===== src/rtl/regfile_wb_arbiter.sv =====
// ---------------------------------------------------------------------------
// regfile_wb_arbiter
//   Round-robin writeback arbiter for three execution units (ALU, LSU, MUL)
//   sharing one register-file write port, combined with a pending-write
//   scoreboard that flags read-after-write hazards for the decode stage.
//
// Ports
//   clk, rst                      : single clock, synchronous active-high reset
//   IssueValid, IssueAddress      : instruction issued with destination register
//   ReqValidN/ReqAddressN/ReqDataN: writeback requests (N = 0 ALU, 1 LSU, 2 MUL)
//   ReqReadyN                     : grant to requester N (combinational)
//   WriteData/WriteAddress/RegWriteEn : register-file write port (combinational)
//   GrantId                       : granted requester index, 3 = no grant
//   ReadAddress1/2, Hazard1/2     : decode source registers and their hazard flags
//   Pending                       : scoreboard vector, bit N = write outstanding
//   StallCount                    : saturating count of cycles with a waiting request
// ---------------------------------------------------------------------------
module regfile_wb_arbiter (
    input  logic        clk,
    input  logic        rst,
    input  logic        IssueValid,
    input  logic [4:0]  IssueAddress,
    input  logic        ReqValid0,
    input  logic        ReqValid1,
    input  logic        ReqValid2,
    input  logic [4:0]  ReqAddress0,
    input  logic [4:0]  ReqAddress1,
    input  logic [4:0]  ReqAddress2,
    input  logic [31:0] ReqData0,
    input  logic [31:0] ReqData1,
    input  logic [31:0] ReqData2,
    output logic        ReqReady0,
    output logic        ReqReady1,
    output logic        ReqReady2,
    output logic [31:0] WriteData,
    output logic [4:0]  WriteAddress,
    output logic        RegWriteEn,
    output logic [1:0]  GrantId,
    input  logic [4:0]  ReadAddress1,
    input  logic [4:0]  ReadAddress2,
    output logic        Hazard1,
    output logic        Hazard2,
    output logic [31:0] Pending,
    output logic [15:0] StallCount
);

    localparam logic [1:0] NO_GRANT = 2'd3;

    logic [1:0]  rr_ptr_q, rr_ptr_d;
    logic [31:0] pending_q, pending_d;
    logic [15:0] stall_count_q, stall_count_d;

    logic [2:0]  req_valid_s;
    logic [2:0]  req_ready_s;
    logic [1:0]  grant_id_s;
    logic        transfer_s;
    logic        stall_s;

    assign req_valid_s = {ReqValid2, ReqValid1, ReqValid0};

    // Round-robin pick: first valid requester starting at rr_ptr_q; reset masks all grants.
    always_comb begin
        grant_id_s = NO_GRANT;
        if (rst) begin
            grant_id_s = NO_GRANT;
        end else begin
            case (rr_ptr_q)
                2'd1: begin
                    if (req_valid_s[1])      grant_id_s = 2'd1;
                    else if (req_valid_s[2]) grant_id_s = 2'd2;
                    else if (req_valid_s[0]) grant_id_s = 2'd0;
                    else                     grant_id_s = NO_GRANT;
                end
                2'd2: begin
                    if (req_valid_s[2])      grant_id_s = 2'd2;
                    else if (req_valid_s[0]) grant_id_s = 2'd0;
                    else if (req_valid_s[1]) grant_id_s = 2'd1;
                    else                     grant_id_s = NO_GRANT;
                end
                default: begin
                    // Pointer value 3 never occurs; treat it like 0.
                    if (req_valid_s[0])      grant_id_s = 2'd0;
                    else if (req_valid_s[1]) grant_id_s = 2'd1;
                    else if (req_valid_s[2]) grant_id_s = 2'd2;
                    else                     grant_id_s = NO_GRANT;
                end
            endcase
        end
    end

    // Write-port steering from the granted requester; zeros when nothing is granted.
    always_comb begin
        req_ready_s  = 3'b000;
        WriteAddress = 5'd0;
        WriteData    = 32'd0;
        case (grant_id_s)
            2'd0: begin
                req_ready_s  = 3'b001;
                WriteAddress = ReqAddress0;
                WriteData    = ReqData0;
            end
            2'd1: begin
                req_ready_s  = 3'b010;
                WriteAddress = ReqAddress1;
                WriteData    = ReqData1;
            end
            2'd2: begin
                req_ready_s  = 3'b100;
                WriteAddress = ReqAddress2;
                WriteData    = ReqData2;
            end
            default: begin
                req_ready_s  = 3'b000;
                WriteAddress = 5'd0;
                WriteData    = 32'd0;
            end
        endcase
    end

    // A granted requester is always valid, so any grant is a transfer.
    assign transfer_s = (grant_id_s != NO_GRANT);
    // x0 writes are accepted but never reach the register file.
    assign RegWriteEn = transfer_s && (WriteAddress != 5'd0);
    assign stall_s    = (!rst) && ((req_valid_s & ~req_ready_s) != 3'b000);

    // Next-state for pointer, scoreboard and stall counter.
    always_comb begin
        rr_ptr_d      = rr_ptr_q;
        pending_d     = pending_q;
        stall_count_d = stall_count_q;
        if (transfer_s) begin
            rr_ptr_d = (grant_id_s == 2'd2) ? 2'd0 : (grant_id_s + 2'd1);
            pending_d[WriteAddress] = 1'b0;
        end else begin
            rr_ptr_d = rr_ptr_q;
        end
        // Applied after the clear so a coincident issue keeps the bit set.
        if (IssueValid && (IssueAddress != 5'd0)) begin
            pending_d[IssueAddress] = 1'b1;
        end else begin
            pending_d = pending_d;
        end
        pending_d[0] = 1'b0;
        if (stall_s && (stall_count_q != 16'hFFFF)) begin
            stall_count_d = stall_count_q + 16'd1;
        end else begin
            stall_count_d = stall_count_q;
        end
    end

    // State registers with synchronous reset.
    always_ff @(posedge clk) begin
        if (rst) begin
            rr_ptr_q      <= 2'd0;
            pending_q     <= 32'd0;
            stall_count_q <= 16'd0;
        end else begin
            rr_ptr_q      <= rr_ptr_d;
            pending_q     <= pending_d;
            stall_count_q <= stall_count_d;
        end
    end

    assign ReqReady0  = req_ready_s[0];
    assign ReqReady1  = req_ready_s[1];
    assign ReqReady2  = req_ready_s[2];
    assign GrantId    = grant_id_s;
    assign Pending    = pending_q;
    assign StallCount = stall_count_q;
    assign Hazard1    = pending_q[ReadAddress1];
    assign Hazard2    = pending_q[ReadAddress2];

endmodule


===== config.mk =====
export PLATFORM = sky130hd
export DESIGN_NAME = regfile_wb_arbiter
export DESIGN_NICKNAME = d
export VERILOG_FILES = /design/src/rtl/regfile_wb_arbiter.sv
export SDC_FILE = /design/constraint.sdc
export NUM_CORES = 1
export LEC_CHECK = 0
export CORE_ASPECT_RATIO = 1.2
export CORE_MARGIN = 4
export CORE_UTILIZATION = 35
export DETAILED_ROUTE_END_ITERATION = 8
export GPL_TIMING_DRIVEN = 0
export PLACE_DENSITY_LB_ADDON = 0.12
export SYNTH_ARGS = -nofsm -noshare
export SYNTH_HDL_FRONTEND = slang
export SYNTH_SLANG_ARGS = --single-unit
export TNS_END_PERCENT = 100

===== constraint.sdc =====
create_clock -name clk -period 2.8 [get_ports clk]
set_clock_uncertainty 0.2 [all_clocks]
set_input_delay 0.42 -clock clk [delete_from_list [all_inputs] [get_ports clk]]
set_output_delay 0.42 -clock clk [all_outputs]
set_load 0.02 [all_outputs]

Word-level counts from Yosys, hierarchy flattened
Index checks and enable logic that the tools add are counted.
{ "classes": {"addsub": 2, "n_lt_le_gt_ge": 6, "n_eq_ne": 6, "n_mux": 25, "bitwise": 5, "n_reduce_logical": 11} }
{ "op_table": {"columns": ["cell", "n"], "rows": [
  ["$pmux W32 S3", 1],
  ["$mux W32", 2],
  ["$and A32 B32 Y32", 1],
  ["$not A32 Y32", 1],
  ["$or A32 B32 Y32", 1],
  ["$lt A5 B6 Y1 const B", 4],
  ["$mux W2", 10],
  ["$add A16 B1 Y16 const B", 1],
  ["$ne A16 B16 Y1 const B", 1],
  ["$pmux W5 S3", 1],
  ["$bmux W1 S5", 2],
  ["$demux W1 S5", 2],
  ["$ge A5 B1 Y1 const B", 2],
  ["$reduce_bool A5 Y1", 2],
  ["$pmux W3 S3", 1],
  ["$logic_and A1 B1 Y1", 6],
  ["$mux W1", 5],
  ["$eq A2 B1 Y1 const B", 2],
  ["$eq A2 B2 Y1 const B", 2],
  ["$pmux W2 S2", 1],
  ["$and A3 B3 Y3", 1],
  ["$not A3 Y3", 1],
  ["$reduce_bool A3 Y1", 1],
  ["$add A2 B1 Y2 const B", 1],
  ["other kinds (3)", 3]
]} }
{ "word_totals": {"reg_bits": 50, "input_bits": 132, "word_cells": 59} }

Logic depth before layout (Yosys ltp)
Gate-level depths: netlist of the first run.
{ "depth": {"word_depth": 16, "mapped_depth": 12, "ltp_nobuf": 11} }

Worst setup path before layout of the first run
No wires, ideal clock.
{ "synth_path": {"kind": "reg-to-output", "from": "register rr_ptr_q[0]", "to": "output port WriteData[0]", "arrival_ps": 2484, "setup_slack_ps": -304, "path_stages_with_launch": 11, "path_buffers": 2, "path_cell_list": "dfxtp_1 inv_1 ha_1 nor3_1 nor3_1 nor3_4 inv_2 buf_6 clkbuf_1 a22oi_1 o21ai_0"} }
{ "synth_between": {"elab_chain_cells": 5} }
{ "synth_rtl": {"columns": ["item", "line_no", "text"], "rows": [
  ["start: declaration", "49", "logic [1:0] rr_ptr_q, rr_ptr_d;"],
  ["start signal: assignment", "158", "rr_ptr_q <= rr_ptr_d;"],
  ["$eq A2 B2 Y1 or $eq A2 B1 Y1 (tied branches)", "67", "case (rr_ptr_q)"],
  ["$pmux W2 S2 *", "67", null],
  ["$mux W2 *", "64", "if (rst) begin"],
  ["via GrantId[1]", "38", "output logic [1:0] GrantId,"],
  ["$eq A2 B2 Y1, or another cell as far along", "96", "case (grant_id_s)"],
  ["$pmux W32 S3 *", "96", null],
  ["end: declaration", "35", "output logic [31:0] WriteData,"]
]} }
The timed path passes the listed nets; every way through them passes the cells marked *.

Worst setup path in the final report of the first run
{ "layout_path": {"from": "register rr_ptr_q[0]", "to": "output port RegWriteEn"} }
{ "layout_between": {"elab_chain_cells": 7} }
{ "layout_rtl": {"columns": ["item", "line_no", "text"], "rows": [
  ["$eq A2 B2 Y1 or $eq A2 B1 Y1 (tied branches)", "67", null],
  ["$pmux W2 S2 *", "67", null],
  ["$mux W2 *", "64", null],
  ["$eq A2 B2 Y1, or another cell as far along", "96", null],
  ["$pmux W5 S3", "96", null],
  ["$reduce_bool A5 Y1", "123", "assign RegWriteEn = transfer_s && (WriteAddress != 5'd0);"],
  ["$logic_and A1 B1 Y1 *", "123", null],
  ["end: declaration", "37", "output logic RegWriteEn,"]
]} }
Every way passes the cells marked *; elsewhere a longest branch is shown, timed or not.

==> impl_metrics.json, run 1 <==
{
  "clock_path_buffers": 2,
  "clkPwrFrac_pct": 13.2,
  "dr.pass1.iters": 5,
  "maxCapViolCount": 0,
  "async_flop_share_pct": 0,
  "yosysUniqueCellTypes": 62,
  "cts_buffers": 5,
  "seq_power_share_pct": 15.5,
  "grt_max_degree": 17,
  "hold_viol": 0,
  "gr-total-overflow": 0,
  "violations": "negative setup slack",
  "vias": 5231,
  "num-fill-cells": 704,
  "root_buffer": "clkbuf_16",
  "syn_nets": 603,
  "r2r-start": "rr_ptr_q[0]",
  "routed_wirelength_um": 19700,
  "initial_core_util_pct": 35.9,
  "whs_ns": 0.289,
  "synth_top_area_cell": "dfxtp_1",
  "synthFlopType": "dfxtp_1",
  "cts.sinks": 49,
  "ant_nets": 0,
  "avgSynthCellArea_um2": 8.10,
  "crit_fanout": 5,
  "r2r_cells": 16,
  "drive_gt1_share_pct": 40.1,
  "clk_latency_ns": 0.29,
  "grt_pass1_vias": 5136,
  "port_buffers": 218,
  "cp-end-kind": "output pin",
  "die_y_um": 122,
  "grt_usage_pct": 26.2,
  "rsz0062_at_grt": "true",
  "core_area_um2": 10600,
  "fin_crit_sh_pct": 123,
  "ys_top_cells_by_area": "dfxtp_1 26%, mux4_2 11%, nand2_1 8.0%",
  "ctsHtreeMaxLevel": 2,
  "hpwl_um": 13300,
  "crit_type": "flop to output pin",
  "yosysWarnings": 0,
  "fin_nets": 885,
  "crit_start": "rr_ptr_q[0]",
  "slew_headroom_pct": 44.8,
  "layout_setup_ws_ns": -0.649,
  "r2r_slack_ns": -0.37,
  "start_kind": "flop",
  "io_pins": 225,
  "worst_slew_pin_slew_ns": 0.826,
  "antenna_cells": 0,
  "globalplace.congestion": 0.935,
  "p_sw_w": 0.00210,
  "p_int_w": 0.00274,
  "cts.clk_slew.worst_paths_ns": 0.07,
  "hold_path_class": "flop to flop",
  "synth_area_um2": 3790,
  "synth_top_area_share_pct": 25.9,
  "total_power_w": 0.00484,
  "final-setup-viol-count": 76,
  "vdd.ir_drop.worst_mv": 0.442,
  "switching_share_pct": 43.4,
  "die_area_um2": 12600,
  "antenna_found_initial": 0,
  "die_x_um": 103,
  "drc_errors": 0,
  "drv_slew": 0,
  "dpl-instance-area_um2": 6210,
  "synth-edff-count": 0,
  "timing.rr.end": "Pending[7]",
  "fmax_ghz": 0.290,
  "avgRoutedWirePerCell_um": 22.3,
  "regArea_um2": 986,
  "multi_input_area_um2": 3420,
  "drt_iter0_markers": 285,
  "outcome": "finished with violations",
  "setup_tns_ns": -20.63,
  "endpoint": "RegWriteEn",
  "cts_tree": "yes",
  "p_per_area_nw_per_um2": 610,
  "leakage_nw": 3.00,
  "fin_area_um2": 7940,
  "grt_first_pass_wirelength_um": 25800,
  "ys_seq_area_share_pct": 25.9,
  "ys_seq_elements": 49,
  "fp-row-count": 41,
  "layout-area-overhead-vs-synth_pct": 109,
  "worstPathRequired_ns": 2.18,
  "fin_crit_ns": 3.45,
  "crit_arrival_ns": 2.83,
  "routed_via_density": 5.94,
  "syn_inst": 468,
  "power.share.combinational_pct": 71.3
}
## cells in the final DEF (no fill, tap or decap), types with 6 or more instances in the layout
master	instances
xnor2_1	7
buf_6	69
buf_12	6
nand3_1	6
nor2_1	22
a21oi_1	32
buf_8	8
mux4_2	18
o21ai_0	6
clkbuf_1	11
clkbuf_16	7
o21ai_2	27
a311oi_1	15
nor2b_1	7
a22oi_2	12
clkdlybuf4s50_1	170
nand2_4	20
dfxtp_1	47
nand2_1	47
nor3_4	7
buf_4	25
nand2_2	14
a22oi_1	21
## cell type report
cell class                 count  share of cell area [%]
inverter                      12                   0.851
timing repair buffer         276                    35.7
tap                          129                    2.03
multi-input combinational    373                    43.1
sequential                    49                    12.4
clock inverter                 2                   0.205
buffer                        33                    3.88
clock buffer                   6                    1.75
## cell usage after synthesis, types with 8 or more instances
| cell type | count |
|---|---|
| o41ai_1 | 8 |
| and3_1 | 8 |
| nor3_1 | 10 |
| xnor2_1 | 8 |
| a311oi_1 | 18 |
| a21oi_1 | 36 |
| dfxtp_1 | 49 |
| nor2_1 | 27 |
| o21ai_0 | 40 |
| nand2_1 | 81 |
| clkbuf_1 | 27 |
| mux4_2 | 18 |
| a22oi_1 | 32 |
## routing by layer
metal	part of all wire, %	GRT usage [%]	up-vias
met2	53	46.0	304
li1	-	-	2354
met1	34	30.0	2484
met3	8.9	6.07	89
met5	0	0	-
met4	4.6	10.7	0
## registers in the layout, indices dropped and copies added (netlist names)
register	cells
Pending	31
rr_ptr_q	2
StallCount	16
## worst max-delay path, cell delays in order (launching register included)
cell and delay, ns:
dfxtp_4 0.39, inv_4 0.04, ha_4 0.26, nand2b_4 0.14, o21ba_4 0.28, nor3_4 0.06, inv_2 0.10, buf_6 0.11
nor2_4 0.03, buf_6 0.12, a221oi_4 0.34, inv_4 0.08, nor4_4 0.32, nand2_2 0.10, buf_6 0.15
## worst min path at each step
stage	from	endpoint	slack [ns]	cells past startpoint
floorplan	rr_ptr_q[0]	rr_ptr_q[0]	0.28	2
global placement	StallCount[4]	StallCount[4]	0.28	1
detailed placement	StallCount[4]	StallCount[4]	0.29	1
CTS	Pending[3]	Pending[3]	0.31	2
global route	Pending[19]	Pending[19]	0.34	2
finish	StallCount[1]	StallCount[1]	0.29	2
## power groups by stage
stage               clock, W  sequential, W  combinational [W]
detailed placement         0       0.000760            0.00211
CTS                 0.000638       0.000747            0.00269
floorplan                  0       0.000772            0.00118
global placement           0       0.000759            0.00209
global route        0.000669       0.000753            0.00359
finish              0.000642       0.000749            0.00345
## per-stage QoR
stage | worst slack [ns] | utilization [%] | cells
finish | -0.649 | 75.1 | 880
detailed placement | -1.28 | 58.7 | 815
global placement | -1.21 | 58.7 | 815
global route | -0.741 | 75.1 | 880
CTS | -0.568 | 66.9 | 860
floorplan | -0.128 | - | 468
## kinds of logic after synthesis
logic type	Yosys count	share of synthesized area, %
compound gates	167	31.4
flops	49	25.9
buf+inv	46	5.28
fa+ha+maj	3	0.990
simple gates	166	21.0
xor+xnor	8	1.85
mux	28	13.5
other cells	1	0.0989
## what timing repair did
| action | in CTS | in global routing |
|---|---|---|
| setup endpoints to repair | 86 | 84 |
| hold buffers | 0 | 0 |
| hold endpoints to repair | 0 | 0 |
| buffers inserted | 35 | 24 |
| pin swaps | 39 | 42 |
| cloned | 2 | 1 |
| gates resized for setup | 349 | 181 |
Note: power is estimated with default switching activity, not from simulation.
==> inputs of run 2 (changes only) <==
CORE_UTILIZATION = 39   (was 35)
GPL_TIMING_DRIVEN = 1   (was 0)
clock period = 3.3 ns   (was 2.8 ns; I/O delays follow)
==> impl_metrics.json, run 2 (synthesis results as in run 1) <==
{
  "hpwl_um": 12300,
  "clock_path_buffers": 2,
  "setup_tns_ns": -0.0566,
  "r2r_slack_ns": 0.33,
  "power.share.combinational_pct": 63.6,
  "rsz0062_at_grt": "true",
  "ctsHtreeMaxLevel": 2,
  "p_per_area_nw_per_um2": 457,
  "root_buffer": "clkbuf_16",
  "fin_crit_sh_pct": 102,
  "io_pins": 225,
  "antenna_found_initial": 0,
  "path_buf_inv": 4,
  "die_y_um": 116,
  "p_sw_w": 0.00131,
  "use_met3_pct": 5.84,
  "grt_max_degree": 37,
  "critPathMaxStageDelay_ns": 0.36,
  "vdd.ir_drop.worst_mv": 0.296,
  "cts.sinks": 49,
  "largest_register_ff_count": 31,
  "final_common_cell": "clkdlybuf4s50_1",
  "worst_slew_pin_slew_ns": 0.802,
  "p_int_w": 0.00182,
  "layout_common_cells": "175 x clkdlybuf4s50_1, 81 x nand2_1, 58 x buf_4",
  "fp-row-count": 39,
  "grt_first_pass_wirelength_um": 23700,
  "crit_fanout": 5,
  "total_power_w": 0.00313,
  "cts.clk_slew.worst_paths_ns": 0.07,
  "clk_latency_ns": 0.29,
  "num-fill-cells": 777,
  "violations": "negative setup slack",
  "switching_share_pct": 41.8,
  "slowest_stage": "dfxtp_4",
  "leakage_nw": 2.61,
  "port_buffers": 223,
  "fin_crit_ns": 3.36,
  "drc_errors": 0,
  "final-setup-viol-count": 1,
  "vias": 4871,
  "grt_use_met1_pct": 30.1,
  "cp-end-kind": "output pin",
  "fin_nets": 870,
  "hold_viol": 0,
  "clkPwrFrac_pct": 16.1,
  "ant_nets": 0,
  "dr.pass1.iters": 5,
  "cts_buffers": 5,
  "slew_headroom_pct": 46.4,
  "outcome": "finished with violations",
  "crit_type": "flop to output pin",
  "fmax_ghz": 0.298,
  "core_area_um2": 9520,
  "crit_family": "simple AND/OR/NAND/NOR gates",
  "regArea_um2": 988,
  "maxCapViolCount": 0,
  "start_kind": "flop",
  "hold_path_class": "flop to flop",
  "drt_iter0_markers": 284,
  "antenna_cells": 0,
  "layout_setup_ws_ns": -0.0566,
  "top_usage_layer": "met2",
  "worst_path_most_repeated_cell": "inv_2",
  "avgRoutedWirePerCell_um": 18.3,
  "path_cells": "inv_2 > ha_4 > nor2_2 > o311a_1 > or2_4 > buf_12 > and3_4 > a221oi_4 > inv_2 > nor4_4 > nand2_1 > buf_6",
  "grt_usage_pct": 25.7,
  "initial_core_util_pct": 39.9,
  "die_area_um2": 11400,
  "drive_gt1_share_pct": 24.2,
  "gr-total-overflow": 0,
  "worstPathRequired_ns": 2.60,
  "routed_via_density": 5.67,
  "drv_slew": 0,
  "met2_usage_pct": 46.2,
  "die_x_um": 98.0,
  "grt_pass1_vias": 4719,
  "layout-area-overhead-vs-synth_pct": 80.6,
  "multi_input_area_um2": 2730,
  "globalplace.congestion": 0.913,
  "whs_ns": 0.312,
  "crit_arrival_ns": 2.66,
  "cts_tree": "yes",
  "routed_wirelength_um": 15700,
  "seq_power_share_pct": 20.3
}
## run 2: cell count changes in the layout (fill, tap and decap cells not counted), moves of 11 or more
cell / change
clkdlybuf4s15_2: +13
buf_4: +33
a22oi_1: +11
buf_2: +24
o21ai_0: +34
o21ai_2: -27
a22oi_2: -11
nand2_4: -20
nand2_2: -14
buf_6: -61
nand2_1: +34
## run 2: power groups by stage
| stage | sequential (W) | clock [W] | combinational, W |
|---|---|---|---|
| 2_1_floorplan | 0.000651 | 0 | 0.000925 |
| 3_3_place_gp | 0.000640 | 0 | 0.00191 |
| 3_5_place_dp | 0.000641 | 0 | 0.00194 |
| 4_1_cts | 0.000630 | 0.000512 | 0.00187 |
| 5_1_grt | 0.000639 | 0.000535 | 0.00212 |
| 6_report | 0.000637 | 0.000504 | 0.00199 |
## run 2: area by class of cell
class / instances / area share (%)
multi-input cells: 373 / 39.9
flip-flops and latches: 49 / 14.4
clock buffers: 6 / 1.88
well taps: 123 / 2.25
repair buffers: 294 / 40.6
clock inverters: 2 / 0.201
inverters: 12 / 0.694
## run 2: through the flow
step                worst slack (ns)  utilization [%]  cells  instance area, µm²
CTS                           -0.125             70.0    850                6660
detailed placement            -0.634             68.9    841                6560
floorplan                      0.121                -    468                3790
global route                  -0.149             72.0    859                6850
global placement              -0.509             68.9    841                6560
finish                       -0.0566             72.0    859                6850
## run 2: layer usage
metal	up-vias	wire, µm
li1	2312	-
met1	2278	5910
met2	242	8000
met3	39	1320
met4	0	501
met5	-	0
## run 2: worst register-to-register path: stages (launching register included)
cell and delay, ns:
dfxtp_4 0.36, inv_2 0.07, ha_4 0.17, nor2_2 0.04, o311a_1 0.33, or2_4 0.28, buf_4 0.14, clkinv_1 0.04
buf_4 0.32, a2bb2oi_4 0.21, buf_4 0.24, nor3b_2 0.20, buf_4 0.18, a311oi_1 0.09
## run 2: path summary, 6_finish.rpt
kind	startpoint	endpoint	cells after the start
min reg2reg	StallCount[4]	StallCount[4]	1
min	StallCount[4]	StallCount[4]	1
max reg2reg	rr_ptr_q[1]	Pending[18]	13
max	rr_ptr_q[1]	RegWriteEn	12
## run 2: repair_timing
item                                    4_1_cts  5_1_grt
hold buffers                                  0        0
resized for setup                           187       35
gates cloned                                  0        1
buffers inserted                              1       10
pin swaps                                     3       13
endpoints found under the setup margin       42       42
